==> src/rtl/csi2_raw10_tx_packetizer.sv <==
// CSI-2 RAW10 packetizer: FS, LINES long packets (DT 0x2B, ECC + CRC-16 footer), FE on a 2-lane byte stream.
// Latency: FS word0 is presented (tx_valid_o high) the cycle after frame_start_i is sampled in IDLE.
// Backpressure: words hold while tx_ready_i is low; pixels are taken only while collecting a group (PCOL).
//
// Ports:
//   clk_byte_i, reset_byte_n_i        byte clock, synchronous active-low reset
//   frame_start_i                     starts a frame; honoured only while idle
//   pix_i / pix_valid_i / pix_ready_o RAW10 pixel stream in
//   tx_data_o / tx_valid_o / tx_ready_i  16-bit word out, lane0 = [7:0], lane1 = [15:8]
//   tx_hs_req_o                       high from a packet's first word through its last accepted word
//   busy_o                            high whenever not idle
//   frame_num_o                       frame number of the current or most recent frame
module csi2_raw10_tx_packetizer #(
   parameter int WIDTH      = 8,
   parameter int LINES      = 2,
   parameter int VC         = 0,
   parameter int GAP_CYCLES = 8
) (
   input  logic        clk_byte_i,
   input  logic        reset_byte_n_i,
   input  logic        frame_start_i,
   input  logic [9:0]  pix_i,
   input  logic        pix_valid_i,
   output logic        pix_ready_o,
   output logic [15:0] tx_data_o,
   output logic        tx_valid_o,
   input  logic        tx_ready_i,
   output logic        tx_hs_req_o,
   output logic        busy_o,
   output logic [15:0] frame_num_o
);

   localparam logic [1:0]  VC2       = 2'(VC);
   localparam logic [7:0]  DI_FS     = {VC2, 6'h00};
   localparam logic [7:0]  DI_FE     = {VC2, 6'h01};
   localparam logic [7:0]  DI_LP     = {VC2, 6'h2B};
   localparam logic [15:0] LONG_WC   = 16'(WIDTH * 5 / 4);
   localparam logic [15:0] GRP_LAST  = 16'(WIDTH / 8 - 1);
   localparam logic [15:0] LINE_LAST = 16'(LINES - 1);
   localparam logic [15:0] GAP_LAST  = 16'(GAP_CYCLES - 1);

   typedef enum logic [3:0] {
      S_IDLE, S_FS0, S_FS1, S_GAP, S_LH0, S_LH1,
      S_PCOL, S_PEMIT, S_CRC, S_FE0, S_FE1
   } state_t;

   // Hamming parity masks over {WC_hi, WC_lo, DI}; ECC[5:0] = P5..P0
   function automatic logic [7:0] f_ecc(input logic [23:0] d);
      f_ecc = {2'b00,
               ^(d & 24'hEFFC00), ^(d & 24'hDF03F0), ^(d & 24'hB8E38E),
               ^(d & 24'h749A6D), ^(d & 24'hF2555B), ^(d & 24'hF12CB7)};
   endfunction

   // Reflected CRC-16/0x8408, one byte LSB-first
   function automatic logic [15:0] f_crc_byte(input logic [15:0] c, input logic [7:0] b);
      logic [15:0] x;
      x = c ^ {8'h00, b};
      for (int i = 0; i < 8; i++) begin
         x = x[0] ? ((x >> 1) ^ 16'h8408) : (x >> 1);
      end
      return x;
   endfunction

   // 8 pixels (pixel i at p[i*10 +: 10]) -> 10 bytes (byte k at b[k*8 +: 8])
   function automatic logic [79:0] f_pack(input logic [79:0] p);
      logic [79:0] b;
      b = '0;
      for (int h = 0; h < 2; h++) begin
         for (int j = 0; j < 4; j++) begin
            b[(h*5 + j)*8 +: 8] = p[(h*4 + j)*10 + 2 +: 8];
         end
         b[(h*5 + 4)*8 +: 8] = {p[(h*4 + 3)*10 +: 2], p[(h*4 + 2)*10 +: 2],
                                p[(h*4 + 1)*10 +: 2], p[(h*4)*10 +: 2]};
      end
      return b;
   endfunction

   function automatic logic [15:0] f_hdr_w0(input logic [7:0] di, input logic [15:0] wc);
      return {wc[7:0], di};
   endfunction

   function automatic logic [15:0] f_hdr_w1(input logic [7:0] di, input logic [15:0] wc);
      return {f_ecc({wc, di}), wc[15:8]};
   endfunction

   state_t      r_state;
   state_t      r_after_gap;
   logic [15:0] r_tx_data;
   logic        r_tx_valid;
   logic        r_hs;
   logic        r_busy;
   logic        r_pix_rdy;
   logic [15:0] r_frame_num;
   logic [15:0] r_frame_num_o;
   logic [15:0] r_gap;
   logic [15:0] r_line;
   logic [15:0] r_grp;
   logic [2:0]  r_pix_cnt;
   logic [2:0]  r_widx;
   logic [79:0] r_pix;
   logic [15:0] r_crc;

   logic        w_tx_acc;
   logic        w_pix_acc;
   logic [79:0] w_pix_nxt;
   logic [79:0] w_pk_cur;
   logic [2:0]  w_widx_n;
   logic [15:0] w_crc_upd;

   assign w_tx_acc  = r_tx_valid & tx_ready_i;
   assign w_pix_acc = r_pix_rdy & pix_valid_i;
   assign w_pk_cur  = f_pack(r_pix);
   assign w_widx_n  = r_widx + 3'd1;
   // CRC advanced by the word currently on the bus, lane0 byte first
   assign w_crc_upd = f_crc_byte(f_crc_byte(r_crc, r_tx_data[7:0]), r_tx_data[15:8]);

   always_comb begin
      w_pix_nxt = r_pix;
      w_pix_nxt[r_pix_cnt*10 +: 10] = pix_i;
   end

   always_ff @(posedge clk_byte_i) begin
      if (!reset_byte_n_i) begin
         r_state       <= S_IDLE;
         r_after_gap   <= S_IDLE;
         r_tx_data     <= '0;
         r_tx_valid    <= 1'b0;
         r_hs          <= 1'b0;
         r_busy        <= 1'b0;
         r_pix_rdy     <= 1'b0;
         r_frame_num   <= 16'd1;
         r_frame_num_o <= 16'd1;
         r_gap         <= '0;
         r_line        <= '0;
         r_grp         <= '0;
         r_pix_cnt     <= '0;
         r_widx        <= '0;
         r_pix         <= '0;
         r_crc         <= 16'hFFFF;
      end else begin
         case (r_state)
            S_IDLE: begin
               if (frame_start_i) begin
                  r_state       <= S_FS0;
                  r_tx_data     <= f_hdr_w0(DI_FS, r_frame_num);
                  r_tx_valid    <= 1'b1;
                  r_hs          <= 1'b1;
                  r_busy        <= 1'b1;
                  r_frame_num_o <= r_frame_num;
                  r_line        <= '0;
               end
            end
            S_FS0: begin
               if (w_tx_acc) begin
                  r_state   <= S_FS1;
                  r_tx_data <= f_hdr_w1(DI_FS, r_frame_num);
               end
            end
            S_FS1: begin
               if (w_tx_acc) begin
                  r_state     <= S_GAP;
                  r_tx_valid  <= 1'b0;
                  r_hs        <= 1'b0;
                  r_gap       <= '0;
                  r_after_gap <= S_LH0;
               end
            end
            S_GAP: begin
               // Counted regardless of tx_ready_i; the next packet's first word is loaded on exit
               if (r_gap == GAP_LAST) begin
                  r_gap <= '0;
                  if (r_after_gap == S_LH0) begin
                     r_state    <= S_LH0;
                     r_tx_data  <= f_hdr_w0(DI_LP, LONG_WC);
                     r_tx_valid <= 1'b1;
                     r_hs       <= 1'b1;
                     r_crc      <= 16'hFFFF;
                  end else if (r_after_gap == S_FE0) begin
                     r_state    <= S_FE0;
                     r_tx_data  <= f_hdr_w0(DI_FE, r_frame_num);
                     r_tx_valid <= 1'b1;
                     r_hs       <= 1'b1;
                  end else begin
                     r_state <= S_IDLE;
                     r_busy  <= 1'b0;
                  end
               end else begin
                  r_gap <= r_gap + 16'd1;
               end
            end
            S_LH0: begin
               if (w_tx_acc) begin
                  r_state   <= S_LH1;
                  r_tx_data <= f_hdr_w1(DI_LP, LONG_WC);
               end
            end
            S_LH1: begin
               if (w_tx_acc) begin
                  r_state    <= S_PCOL;
                  r_tx_valid <= 1'b0;
                  r_pix_rdy  <= 1'b1;
                  r_pix_cnt  <= '0;
                  r_grp      <= '0;
               end
            end
            S_PCOL: begin
               // tx_valid_o stays low here; tx_hs_req_o stays high so the packet remains open
               if (w_pix_acc) begin
                  r_pix <= w_pix_nxt;
                  if (r_pix_cnt == 3'd7) begin
                     r_state    <= S_PEMIT;
                     r_pix_rdy  <= 1'b0;
                     r_tx_valid <= 1'b1;
                     // word0 only needs P0/P1, which are already held in r_pix
                     r_tx_data  <= w_pk_cur[15:0];
                     r_widx     <= '0;
                  end else begin
                     r_pix_cnt <= r_pix_cnt + 3'd1;
                  end
               end
            end
            S_PEMIT: begin
               if (w_tx_acc) begin
                  r_crc <= w_crc_upd;
                  if (r_widx == 3'd4) begin
                     r_widx <= '0;
                     if (r_grp == GRP_LAST) begin
                        r_state   <= S_CRC;
                        r_tx_data <= w_crc_upd;
                     end else begin
                        r_grp      <= r_grp + 16'd1;
                        r_state    <= S_PCOL;
                        r_tx_valid <= 1'b0;
                        r_pix_rdy  <= 1'b1;
                        r_pix_cnt  <= '0;
                     end
                  end else begin
                     r_widx    <= w_widx_n;
                     r_tx_data <= w_pk_cur[w_widx_n*16 +: 16];
                  end
               end
            end
            S_CRC: begin
               if (w_tx_acc) begin
                  r_state     <= S_GAP;
                  r_tx_valid  <= 1'b0;
                  r_hs        <= 1'b0;
                  r_gap       <= '0;
                  r_after_gap <= (r_line == LINE_LAST) ? S_FE0 : S_LH0;
                  r_line      <= r_line + 16'd1;
               end
            end
            S_FE0: begin
               if (w_tx_acc) begin
                  r_state   <= S_FE1;
                  r_tx_data <= f_hdr_w1(DI_FE, r_frame_num);
               end
            end
            S_FE1: begin
               if (w_tx_acc) begin
                  r_state     <= S_GAP;
                  r_tx_valid  <= 1'b0;
                  r_hs        <= 1'b0;
                  r_gap       <= '0;
                  r_after_gap <= S_IDLE;
                  // 0 is reserved, so the count wraps from 0xFFFF back to 1
                  r_frame_num <= (r_frame_num == 16'hFFFF) ? 16'd1 : r_frame_num + 16'd1;
               end
            end
            default: begin
               r_state <= S_IDLE;
            end
         endcase
      end
   end

   assign tx_data_o   = r_tx_data;
   assign tx_valid_o  = r_tx_valid;
   assign tx_hs_req_o = r_hs;
   assign busy_o      = r_busy;
   assign pix_ready_o = r_pix_rdy;
   assign frame_num_o = r_frame_num_o;

endmodule

==> config.mk <==
export PLATFORM = sky130hd
export DESIGN_NAME = csi2_raw10_tx_packetizer
export DESIGN_NICKNAME = d
export VERILOG_FILES = /design/src/rtl/csi2_raw10_tx_packetizer.sv
export SDC_FILE = /design/constraint.sdc
export NUM_CORES = 1
export LEC_CHECK = 0
export BUFFER_PORTS_ARGS = -buffer_cell sky130_fd_sc_hd__buf_2
export CAP_MARGIN = 20
export CORE_MARGIN = 1
export CORE_UTILIZATION = 35
export CTS_CLUSTER_DIAMETER = 60
export DETAILED_ROUTE_END_ITERATION = 10
export PLACE_DENSITY = 0.61
export SYNTH_ARGS = -nofsm -noshare
export SYNTH_HDL_FRONTEND = slang
export SYNTH_SLANG_ARGS = --single-unit
==> constraint.sdc <==
create_clock -name clk_byte_i -period 10.6 [get_ports clk_byte_i]
set_input_delay 0.53 -clock clk_byte_i [delete_from_list [all_inputs] [get_ports clk_byte_i]]
set_output_delay 0.53 -clock clk_byte_i [all_outputs]
set_load 0.005 [all_outputs]
After elaboration in Yosys (flattened, before gate mapping)
Cells that the tools add are included.
{"block": "op_classes", "shift": 3, "mul": 1, "add_sub_neg": 7, "bitwise_logic": 20, "reduce_logical": 40, "eq_ne": 39, "n_mux": 100}
{"cell": "$mux 16", "count": 39}
{"cell": "$reduce_xor 24->1", "count": 9}
{"cell": "$pmux 16 s2", "count": 4}
{"cell": "$pmux 16 s7", "count": 1}
{"cell": "$bwmux 80", "count": 1}
{"cell": "$shift 10x34->80 const A", "count": 1}
{"cell": "$shiftx 10x34->80", "count": 1}
{"cell": "$shiftx 80x8->16", "count": 1}
{"cell": "$mux 4", "count": 18}
{"cell": "$add 16x1->16 const B", "count": 4}
{"cell": "$not 2->3", "count": 16}
{"cell": "$ne 2x2->1 const B", "count": 18}
{"cell": "$pmux 4 s9", "count": 1}
{"cell": "$neg 7->34", "count": 1}
{"cell": "$xor 16x8->16", "count": 2}
{"cell": "$mux 3", "count": 10}
{"cell": "$reduce_and 11->1", "count": 2}
{"cell": "$eq 4x3->1 const B", "count": 5}
{"cell": "$mux 1", "count": 19}
{"cell": "$eq 16x1->1 const B", "count": 1}
{"cell": "$eq 16x16->1 const B", "count": 1}
{"cell": "$eq 16x3->1 const B", "count": 1}
{"cell": "$eq 4x4->1 const B", "count": 4}
{"cell": "$logic_not 16->1", "count": 1}
{"cell": "other kinds (27)", "count": 49}
{"block": "totals", "reg_bits": 210, "word_cells": 226}

Depth between registers and ports, before layout
Gate-level depths: netlist (run 1).
{"block": "depth", "depth_word": 38, "depth_mapped": 14, "ltp_nobuf": 12}

Worst setup path after synthesis (run 1)
Ideal clock, no wire load.
{"block": "synth_timing", "path_type": "register to register", "start": "register r_pix_cnt[2]", "end": "register r_pix[72]", "n_path_buf": 2, "period_less_slack_ps": 3367, "required_time_ps": 10484, "setup_time_ps": 116, "path_stages_with_launch": 15, "t_arrival_ps": 3251, "path_slack_ps": 7233, "path_cell_list": "dfxtp_1 > ha_1 > ha_1 > inv_1 > ha_1 > buf_1 > nor2_1 > ha_1 > clkbuf_1 > inv_1 > nor4_2 > nand2_1 > o32ai_2 > o221ai_1 > o211a_1"}
{"block": "synth_between", "elab_chain_len": 4}
{"item": "start, declared", "line": "98", "text": "logic [2:0] r_pix_cnt;"}
{"item": "start signal, assigned", "line": "218", "text": "r_pix_cnt <= r_pix_cnt + 3'd1;"}
{"item": "$mul 3x3->6 *", "line": "119", "text": "w_pix_nxt[r_pix_cnt*10 +: 10] = pix_i;"}
{"item": "$neg 7->34 *", "line": "119"}
{"item": "$shiftx 10x34->80 or $shift 10x34->80 (tied branches)", "line": "119"}
{"item": "$bwmux 80 *", "line": "119"}
{"item": "end signal, assigned", "line": "209", "text": "r_pix <= w_pix_nxt;"}
{"item": "end, declared", "line": "100", "text": "logic [79:0] r_pix;"}
Mark *: on every way between the ends. The rest lies on a longest branch, timed or not.
A chain may end at the register's enable or synchronous reset.

Worst setup path in the final report (run 1)
{"block": "layout_timing", "start": "register r_pix_cnt[0]", "end": "register r_pix[63]"}
Same word-level chain as after synthesis.

==> results.ini, run 1 <==
[synthesis]
postSynthAreaPerCell_um2=8.31
async_flop_share=0
synth-seq-cells=208
synth_fp_nets=1550
synth-seq-area-share=0.332
yosys_most_used_dff=dfxtp_1
yosys.area.top_type_share=0.332
synth_cell_type_count=99
synthTopCellsByArea=dfxtp_1, nor2_1, mux2i_1
yosys.area.top_type=dfxtp_1
synth_edf_count=0
syn_inst=1509
ys_warn_count=0
syn_area_um2=12500

[critical_path]
crit_path_cell_trace=buf_4 > ha_1 > ha_1 > or4_1 > nor2_1 > ha_1 > nand4_1 > nor3_1 > buf_2 > nand4_1 > mux2i_1 > nor2_1
reg2reg_to=r_pix[63]
critPathCaptureType=register
slowest_stage=nor3_1
crit_fanout=32
timing.rr.start=r_pix_cnt[0]
crit_buf_inv=2
crit_type=register to register
cp.required_ps=10970
reg2reg_depth=12
startpoint_type=register
worst-path-stages=12
r2r_setup_slack_ps=6350
critPathArrivalTime_ps=4630
slowest_delay_ps=780
critPathMostFrequentCell=ha_1
critPathTopFamily=simple AND/OR/NAND/NOR gates

[global_route]
grt_usage=0.209
grt_overflow=0
grt_max_degree=85
grt_pass1_vias=10629
grt_pass1_wl_um=60700
antenna_found_initial=0

[power_and_ir_drop]
p_int_mw=1.74
combPwrFrac=0.328
p_per_area_nw_per_um2=187
ir_drop_uv=212
p_sw_frac=0.337
seq_power_share=0.325
power.switching_mw=0.886
clockPowerShare=0.347
p_leak_nw=5.19

[hold_path]
hold_end=r_pix[6]
hold_path.class=input port to register
hold_path_startpoint=pix_i[6]
whs_path_depth=3

[floorplanning]
top_level_ports=51
core_area_um2=34900
row_count=68
die_area_um2=36600
initial_core_util=0.360
die_h_um=191
die_x_um=191

[final_layout]
regArea_um2=4160
nFillCells=3581
layout-drive-gt1-share=0.112
syn_to_final_growth_pct=11.9
post-route-util=0.402
multi_input_area_um2=7870
mostFrequentLayoutCell=dfxtp_1
nNetsFinal=1558
layout_common_cells=dfxtp_1, nor2_1, nand2_1
design_area_um2=14000
diodes=0

[timing]
tns_ps=0
slew-limit-headroom=0.184
drv_slew=0
rsz0062_at_grt=false
worst_pin_slew_ps=1210
hold_slack_ps=385
finalCritPeriodShare=0.401
fin_skew_ps=17.5
setup_viol_count_final=0
clock.fmax_mhz=235
period_needed_ps=4250
hold_violations=0

[clock_tree]
cts-root-buf=clkbuf_16
post_cts_resized=0
cts_buffer_depth=3
clkTransAtPathRegs_ps=60
cts_tree=built
postCtsSetupBuffers=0
clkSinkCount=208
htree_levels=1
cts_buffers=27
worst_skew_pair.late_latency_ps=550
hold_buffers=0

[drt]
drc=0
ant_nets=0
wire_per_inst_um=19.4
vias=11491
post_drt_via_cell_ratio=5.77
drtPass1Iterations=5
drt-total-wl_um=38600
drtIter0Drc=979

[job]
maxCapViolCount=0

[placed_design]
hpwl_um=28200
gp_congestion=0.955
port-buffer-count=50
place_area_um2=13100

[status]
status=complete, no violations

-- layer usage --
layer | wire length [um] | up-vias | GRT usage
li1 | - | 5465 | -
met1 | 17400 | 5503 | 0.287
met2 | 17200 | 451 | 0.326
met3 | 3060 | 72 | 0.0452
met4 | 954 | 0 | 0.0638
met5 | 0 | - | 0
-- through the flow --
stage               setup slack (ps)  power (mW)  std cells
global route                    6170        2.75       1993
global placement                6410        1.71       1940
floorplan                       7230        1.53       1509
detailed placement              6460        1.71       1941
CTS                             6460        2.63       1991
finish                          6350        2.63       1993
-- power by group through the flow --
stage	Combinational [mW]	Clock [mW]	Sequential (mW)
after floorplan	0.671	0	0.859
after global placement	0.838	0	0.868
after detailed placement	0.842	0	0.869
after CTS	0.849	0.929	0.852
after global routing	0.930	0.963	0.856
final	0.861	0.912	0.853
-- area by class of cell --
| class | instances | share of cell area |
|---|---|---|
| inverter | 30 | 0.00812 |
| tap | 455 | 0.0406 |
| clock buffer | 41 | 0.0576 |
| clock inverter | 9 | 0.00598 |
| timing repair buffer | 72 | 0.0297 |
| multi-input combinational | 1178 | 0.561 |
| sequential | 208 | 0.297 |
-- sequential cells by signal (all words and copies together) (netlist names) --
name / cells
r_pix: 80
frame_num_o: 16
r_crc: 16
r_frame_num: 16
r_gap: 16
r_grp: 16
r_line: 16
tx_data_o: 16
r_state: 4
r_pix_cnt: 3
r_widx: 3
r_after_gap: 2
busy_o: 1
pix_ready_o: 1
tx_hs_req_o: 1
tx_valid_o: 1
-- Yosys cell counts, types with 9 or more instances --
library cell,number
o211a_1,9
inv_1,27
mux2_2,11
and3_1,15
nor2_1,179
o221ai_1,10
o21ai_0,60
xnor2_1,70
buf_2,25
a21oi_1,100
and4_1,9
nor2b_1,11
a211oi_1,12
o22ai_1,31
o22a_1,9
nand3_1,53
nand2_1,158
clkbuf_1,58
dfxtp_1,208
nor3_1,47
or3_1,16
xor2_1,47
nand4_1,28
a31oi_1,10
ha_1,26
mux2i_1,67
nand2b_1,11
-- worst max path at each step --
stage                             from   endpoint  slack [ps]
after global routing      r_pix_cnt[0]  r_pix[69]        6170
after CTS                 r_pix_cnt[0]  r_pix[63]        6460
after detailed placement  r_pix_cnt[0]  r_pix[63]        6460
final                     r_pix_cnt[0]  r_pix[63]        6350
after global placement    r_pix_cnt[0]  r_pix[53]        6410
after floorplan           r_pix_cnt[2]  r_pix[72]        7230
-- cells by family after synthesis --
group / share of synthesized area
muxes: 0.0759
adders and majority gates: 0.0259
DFF: 0.332
and+or+nand+nor: 0.225
xor gates and xnor gates: 0.114
AOI/OAI and AO/OA: 0.187
buffers and inverters: 0.0408
-- worst min-delay path, delay by kind of cell --
| family | cells | cell delay [ps] |
|---|---|---|
| AOI/OAI and AO/OA | 1 | 100 |
| buffers and inverters | 1 | 130 |
| and+or+nand+nor | 1 | 110 |
No activity file was read; power rests on OpenSTA's default activity.
==> inputs of run 2 (changes only) <==
Clock period 10.6 ns to 4.23 ns, I/O delays scaled along.
==> results.ini, run 2 (synthesized netlist as in run 1, its figures left out) <==
[final_layout]
mostFrequentLayoutCell=dfxtp_1  ; unchanged
final_cells=2005  ; was 1,993
largest_reg_flops=80  ; unchanged
design_area_um2=14200  ; was 14,000 um^2
top_register=r_pix  ; unchanged
syn_to_final_growth_pct=13.4  ; was 11.9%
layout-drive-gt1-share=0.121  ; was 0.112
nFillCells=3522  ; was 3,581
diodes=0  ; unchanged
regArea_um2=4160  ; unchanged
nNetsFinal=1569  ; was 1,558
layout_common_cells=dfxtp_1, nor2_1, nand2_1  ; unchanged
post-route-util=0.408  ; was 0.402
multi_input_area_um2=7870  ; unchanged

[critical_path]
critPathCaptureType=register  ; unchanged
reg2reg_depth=12  ; unchanged
r2r_setup_slack_ps=420  ; was 6350 ps
slowest_stage=nor4_2  ; was nor3_1
cp.required_ps=4680  ; was 10,970 ps
reg2reg_to=r_pix[73]  ; was r_pix[63]
crit_fanout=15  ; was 32
startpoint_type=register  ; unchanged
crit_path_cell_trace=ha_1 > buf_4 > or4_1 > nor2_1 > ha_1 > buf_4 > inv_1 > nor4_2 > nand2_1 > o32ai_2 > o221ai_1 > o211a_1  ; was buf_4 > ha_1 > ha_1 > or4_1 > nor2_1 > ha_1 > nand4_1 > nor3_1 > buf_2 > nand4_1 > mux2i_1 > nor2_1
critPathArrivalTime_ps=4260  ; was 4630 ps
crit_type=register to register  ; unchanged
slowest_delay_ps=560  ; was 780 ps
timing.rr.start=r_pix_cnt[1]  ; was r_pix_cnt[0]

[timing]
clock.fmax_mhz=263  ; was 235 MHz
rsz0062_at_grt=false  ; unchanged
setup_viol_count_final=0  ; unchanged
finalCritPeriodShare=0.900  ; was 0.401
tns_ps=0  ; unchanged
period_needed_ps=3810  ; was 4250 ps
fin_skew_ps=20.3  ; was 17.5 ps
hold_violations=0  ; unchanged
slew-limit-headroom=0.220  ; was 0.184
worst_pin_slew_ps=1160  ; was 1210 ps
drv_slew=0  ; unchanged

[floorplanning]
die_area_um2=36600  ; unchanged
core_area_um2=34900  ; unchanged
top_level_ports=51  ; unchanged
die_x_um=191  ; unchanged
die_h_um=191  ; unchanged
initial_core_util=0.360  ; unchanged
row_count=68  ; unchanged

[placed_design]
gp_congestion=0.927  ; was 0.955
place_area_um2=13200  ; was 13,100 um^2
hpwl_um=28400  ; was 28,200 um
dp.cells=1949  ; was 1,941
port-buffer-count=50  ; unchanged

[global_route]
use_met2=0.327  ; was 0.326
grt_usage=0.208  ; was 0.209
grtUsageMet1=0.291  ; was 0.287
grt.busiest_layer=met2  ; unchanged
grt_pass1_wl_um=60300  ; was 60,700 um
antenna_found_initial=0  ; unchanged
grt_use_met3=0.0354  ; was 0.0452
grt_overflow=0  ; unchanged
grt_pass1_vias=10553  ; was 10,629
grt_max_degree=61  ; was 85

[clock_tree]
postCtsSetupBuffers=0  ; unchanged
cts-root-buf=clkbuf_16  ; unchanged
cts_buffer_depth=3  ; unchanged
hold_buffers=0  ; unchanged
clkSinkCount=208  ; unchanged
clkTransAtPathRegs_ps=60  ; about the same
worst_skew_pair.late_latency_ps=560  ; was 550 ps
post_cts_resized=0  ; unchanged
htree_levels=1  ; unchanged
cts_buffers=28  ; was 27
cts_tree=built  ; unchanged

[hold_path]
hold_end=r_pix[7]  ; was r_pix[6]
hold_path_startpoint=pix_i[7]  ; was pix_i[6]
hold_path.class=input port to register  ; unchanged
whs_path_depth=3  ; unchanged

[drt]
drtPass1Iterations=5  ; unchanged
drtIter0Drc=906  ; was 979
vias=11516  ; was 11,491
ant_nets=0  ; unchanged
post_drt_via_cell_ratio=5.74  ; was 5.77
drt-total-wl_um=38600  ; about the same
drc=0  ; unchanged
wire_per_inst_um=19.3  ; was 19.4 um

[power_and_ir_drop]
p_leak_nw=5.30  ; was 5.19 nW
ir_drop_uv=440  ; was 212 uV
p_per_area_nw_per_um2=480  ; was 187 nW/um^2

[job]
maxCapViolCount=0  ; unchanged

[status]
status=complete, no violations  ; unchanged

run 2: cell types whose count changed in the layout (fill, tap and decap cells not counted):
| cell | delta |
|---|---|
| clkbuf_1 | -3 |
| inv_6 | -1 |
| clkinv_8 | +1 |
| clkinv_4 | +1 |
| clkbuf_2 | +2 |
| buf_4 | +9 |
| bufinv_16 | +2 |
| inv_8 | +1 |
| clkinv_2 | -3 |
| buf_2 | -1 |
| clkbuf_16 | +1 |
| clkinvlp_4 | +1 |
| clkbuf_8 | +2 |
run 2: layout make-up:
type	count	area share
Clock inverter	11	0.0115
Inverter	30	0.00801
Tap cell	455	0.0400
Clock buffer	41	0.0597
Sequential cell	208	0.293
Multi-Input combinational cell	1178	0.554
Timing Repair Buffer	82	0.0344
run 2: per-stage QoR:
stage / total power [mW] / hold WS (ps) / setup slack [ps]
detailed placement: 4.30 / 444 / 508
global placement: 4.28 / 445 / 655
finish: 6.83 / 104 / 421
global route: 7.15 / 136 / 167
CTS: 6.85 / 47.1 / 498
floorplan: 3.83 / 423 / 863
run 2: worst max path at each step:
| stage | slack, ps | to | depth (start not counted) | from |
|---|---|---|---|---|
| final | 420 | r_pix[73] | 12 | r_pix_cnt[1] |
| after global routing | 170 | r_pix[6] | 12 | r_pix_cnt[1] |
| after CTS | 500 | r_pix[69] | 12 | r_pix_cnt[1] |
| after detailed placement | 510 | r_pix[69] | 13 | r_pix_cnt[2] |
| after global placement | 650 | r_pix[22] | 13 | r_pix_cnt[2] |
| after floorplan | 860 | r_pix[72] | 14 | r_pix_cnt[2] |
run 2: critical path, delay by kind of cell, from the launching register on:
kind	cells	cell delay (ps)
AO/OA/AOI/OAI	3	790
adder cells (fa/ha/maj)	2	420
buffers and inverters	3	460
flip-flops	1	520
AND/OR/NAND/NOR	4	1520
run 2: routing by layer:
layer / vias to the layer above / part of all wire
met2: 444 / 0.45
li1: 5491 / -
met4: 0 / 0.025
met1: 5513 / 0.45
met5: - / 0
met3: 68 / 0.073
run 2: power breakdown:
group	switching (mW)	internal (mW)
clock network	0.948	1.58
registers	0.107	2.04
logic	1.20	0.951
total	2.26	4.57
==> inputs of run 3 (changes only) <==
Settings changed: ABC_AREA from default to 1.
==> results.ini, run 3 <==
[status]
status=complete, no violations  ; unchanged

[clock_tree]
cts_buffer_depth=3  ; unchanged
cts-root-buf=clkbuf_16  ; unchanged
htree_levels=1  ; unchanged
post_cts_resized=0  ; unchanged
worst_skew_pair.late_latency_ps=560  ; about the same
postCtsSetupBuffers=0  ; unchanged
cts_tree=built  ; unchanged
hold_buffers=0  ; unchanged
cts_buffers=28  ; unchanged
clkSinkCount=208  ; unchanged
clkTransAtPathRegs_ps=60  ; about the same

[power_and_ir_drop]
combPwrFrac=0.181  ; was 0.315
p_sw_frac=0.312  ; was 0.331
seq_power_share=0.385  ; was 0.314
p_leak_nw=6.35  ; was 5.30 nW
p_int_mw=3.83  ; was 4.57 mW
p_per_area_nw_per_um2=369  ; was 480 nW/um^2
clockPowerShare=0.434  ; was 0.371
ir_drop_uv=308  ; was 440 uV
power.switching_mw=1.74  ; was 2.26 mW

[timing]
setup_viol_count_final=0  ; unchanged
hold_violations=0  ; unchanged
clock.fmax_mhz=281  ; was 263 MHz
tns_ps=0  ; unchanged
slew-limit-headroom=0.251  ; was 0.220
fin_skew_ps=19.0  ; was 20.3 ps
finalCritPeriodShare=0.841  ; was 0.900
worst_pin_slew_ps=1110  ; was 1160 ps
rsz0062_at_grt=false  ; unchanged
drv_slew=0  ; unchanged
hold_slack_ps=63.4  ; was 104 ps
period_needed_ps=3560  ; was 3810 ps
fin_ws_ps=673  ; was 421 ps

[critical_path]
crit_type=register to register  ; unchanged
critPathCaptureType=register  ; unchanged
cp.required_ps=4720  ; was 4680 ps
slowest_stage=ha_1  ; was nor4_2
slowest_delay_ps=630  ; was 560 ps
timing.rr.start=r_pix_cnt[2]  ; was r_pix_cnt[1]
reg2reg_depth=14  ; was 12
critPathArrivalTime_ps=4050  ; was 4260 ps
crit_fanout=15  ; unchanged
reg2reg_to=r_pix[12]  ; was r_pix[73]
r2r_setup_slack_ps=670  ; was 420 ps
crit_path_cell_trace=ha_1 > ha_1 > inv_1 > ha_1 > nor2_1 > ha_1 > inv_1 > nor2_2 > nand2_2 > clkinv_2 > nand3_1 > nand2_1 > nand2_1 > nor2_1  ; was ha_1 > buf_4 > or4_1 > nor2_1 > ha_1 > buf_4 > inv_1 > nor4_2 > nand2_1 > o32ai_2 > o221ai_1 > o211a_1
critPathMostFrequentCell=ha_1
startpoint_type=register  ; unchanged

[drt]
vias=14273  ; was 11,516
dr_wl_met2_um=19500  ; was 17,200 um
drtIter0Drc=1459  ; was 906
ant_nets=0  ; unchanged
wl_met3_um=3330  ; was 2830 um
drt-met1-wl_um=20600  ; was 17,600 um
drt-total-wl_um=44600  ; was 38,600 um
drtPass1Iterations=7  ; was 5
post_drt_via_cell_ratio=5.27  ; was 5.74
drc=0  ; unchanged
wire_per_inst_um=16.5  ; was 19.3 um
routed.top_layer=met4  ; unchanged

[final_layout]
syn_to_final_growth_pct=12.3  ; was 13.4%
layout-drive-gt1-share=0.0870  ; was 0.121
mostFrequentLayoutCell=nand2_1  ; was dfxtp_1
layout_common_cells=nand2_1, nor2_1, dfxtp_1  ; was dfxtp_1, nor2_1, nand2_1
final_cells=2707  ; was 2,005
top_register=r_pix  ; unchanged
nNetsFinal=2216  ; was 1,569
diodes=0  ; unchanged
largest_reg_flops=80  ; unchanged

[floorplanning]
die_h_um=198  ; was 191 um
die_x_um=198  ; was 191 um
initial_core_util=0.356  ; was 0.360
row_count=71  ; was 68
top_level_ports=51  ; unchanged
die_area_um2=39200  ; was 36,600 um^2
core_area_um2=37800  ; was 34,900 um^2

[hold_path]
hold_end=frame_num_o[0]  ; was r_pix[7]
hold_path.class=input port to register  ; unchanged
hold_path_startpoint=reset_byte_n_i  ; was pix_i[7]
whs_path_depth=2  ; was 3

[global_route]
antenna_found_initial=0  ; unchanged
grt_max_degree=81  ; was 61
grt_overflow=0  ; unchanged
grt_usage=0.229  ; was 0.208
grt_pass1_wl_um=72000  ; was 60,300 um
grt_pass1_vias=13303  ; was 10,553

[synthesis]
synth-seq-cells=208  ; unchanged
synth_cell_type_count=57  ; was 99
postSynthAreaPerCell_um2=6.24  ; was 8.31 um^2
yosys.area.top_type=dfxtp_1  ; unchanged
yosys_most_used_dff=dfxtp_1  ; unchanged
syn_area_um2=13400  ; was 12,500 um^2
synthTopCellsByArea=dfxtp_1, nand2_1, nor2_1  ; was dfxtp_1, nor2_1, mux2i_1
yosys.cell_count.top_type=nand2_1  ; was dfxtp_1
async_flop_share=0  ; unchanged
ys_top_cells_by_count=nand2_1, nor2_1, dfxtp_1, inv_1, a21oi_1  ; was dfxtp_1, nor2_1, nand2_1, a21oi_1, xnor2_1
synth-seq-area-share=0.310  ; was 0.332
ys_warn_count=0  ; unchanged
synth_edf_count=0  ; unchanged
yosys.area.top_type_share=0.310  ; was 0.332
synth_fp_nets=2194  ; was 1,550
syn_inst=2153  ; was 1,509

[placed_design]
dp.cells=2656  ; was 1,949
hpwl_um=33600  ; was 28,400 um
pre_cts_slack_ps=770  ; was 508 ps
gp_congestion=1.00  ; was 0.927
port-buffer-count=50  ; unchanged

[job]
maxCapViolCount=0  ; unchanged

run 3: cell types whose count changed in the layout (fill, tap and decap cells not counted), moves of 15 or more:
cell / change
nand2_1: +419
inv_1: +171
o21ai_0: +99
nand3_1: +85
a21oi_1: +77
nor2_1: +76
mux2i_1: -65
xnor2_1: -41
o22ai_1: -27
inv_2: +21
nand4_1: +21
or3_1: -16
nor2_2: +15
run 3: cell families after synthesis:
group                    share of synthesized area
AND/OR/NAND/NOR                              0.375
XOR/XNOR                                    0.0417
multiplexers                               0.00149
AO/OA/AOI/OAI                                0.159
adder cells (fa/ha/maj)                     0.0242
flip-flops                                   0.310
buffers and inverters                       0.0892
run 3: power by group through the flow:
stage          sequential (mW)  clock [mW]  combinational, mW
3_5_place_dp              2.19           0              0.992
4_1_cts                   2.14        2.46              0.998
5_1_grt                   2.15        2.55               1.13
3_3_place_gp              2.18           0              0.986
2_1_floorplan             2.14           0              0.749
6_report                  2.15        2.42               1.01
run 3: stage by stage:
stage | util | total power, mW | instance area (um^2)
after floorplan | - | 2.89 | 13400
after global placement | 0.374 | 3.17 | 14100
after detailed placement | 0.374 | 3.18 | 14100
after CTS | 0.400 | 5.61 | 15100
after global routing | 0.400 | 5.83 | 15100
final | 0.400 | 5.57 | 15100
run 3: cell type report:
class | count | area, um^2
fillers | 4095 | 22700
multi-input cells | 1642 | 8080
flip-flops and latches | 208 | 4160
inverters | 225 | 846
clock buffers | 42 | 835
well taps | 511 | 639
repair buffers | 70 | 403
clock inverters | 9 | 116
run 3: worst max-delay path: cells and delay by family, from the launching register on:
family        cells  cell delay [ps]
fa+ha+maj         4             1300
simple gates      7             1150
buf+inv           3              630
flops             1              410
run 3: worst max-delay path by stage:
stage | from | to | slack [ps] | cells after the start
floorplan | r_pix_cnt[2] | r_pix[4] | 1730 | 14
global placement | r_pix_cnt[2] | r_pix[11] | 880 | 14
detailed placement | r_pix_cnt[2] | r_pix[11] | 770 | 14
CTS | r_pix_cnt[2] | r_pix[11] | 750 | 14
global route | r_pix_cnt[2] | r_pix[9] | 370 | 14
finish | r_pix_cnt[2] | r_pix[12] | 670 | 14
run 3: metal layers:
metal,vias up,global-route usage
li1,7120,-
met1,6537,0.319
met2,527,0.359
met3,89,0.0370
met4,0,0.0755
met5,-,0
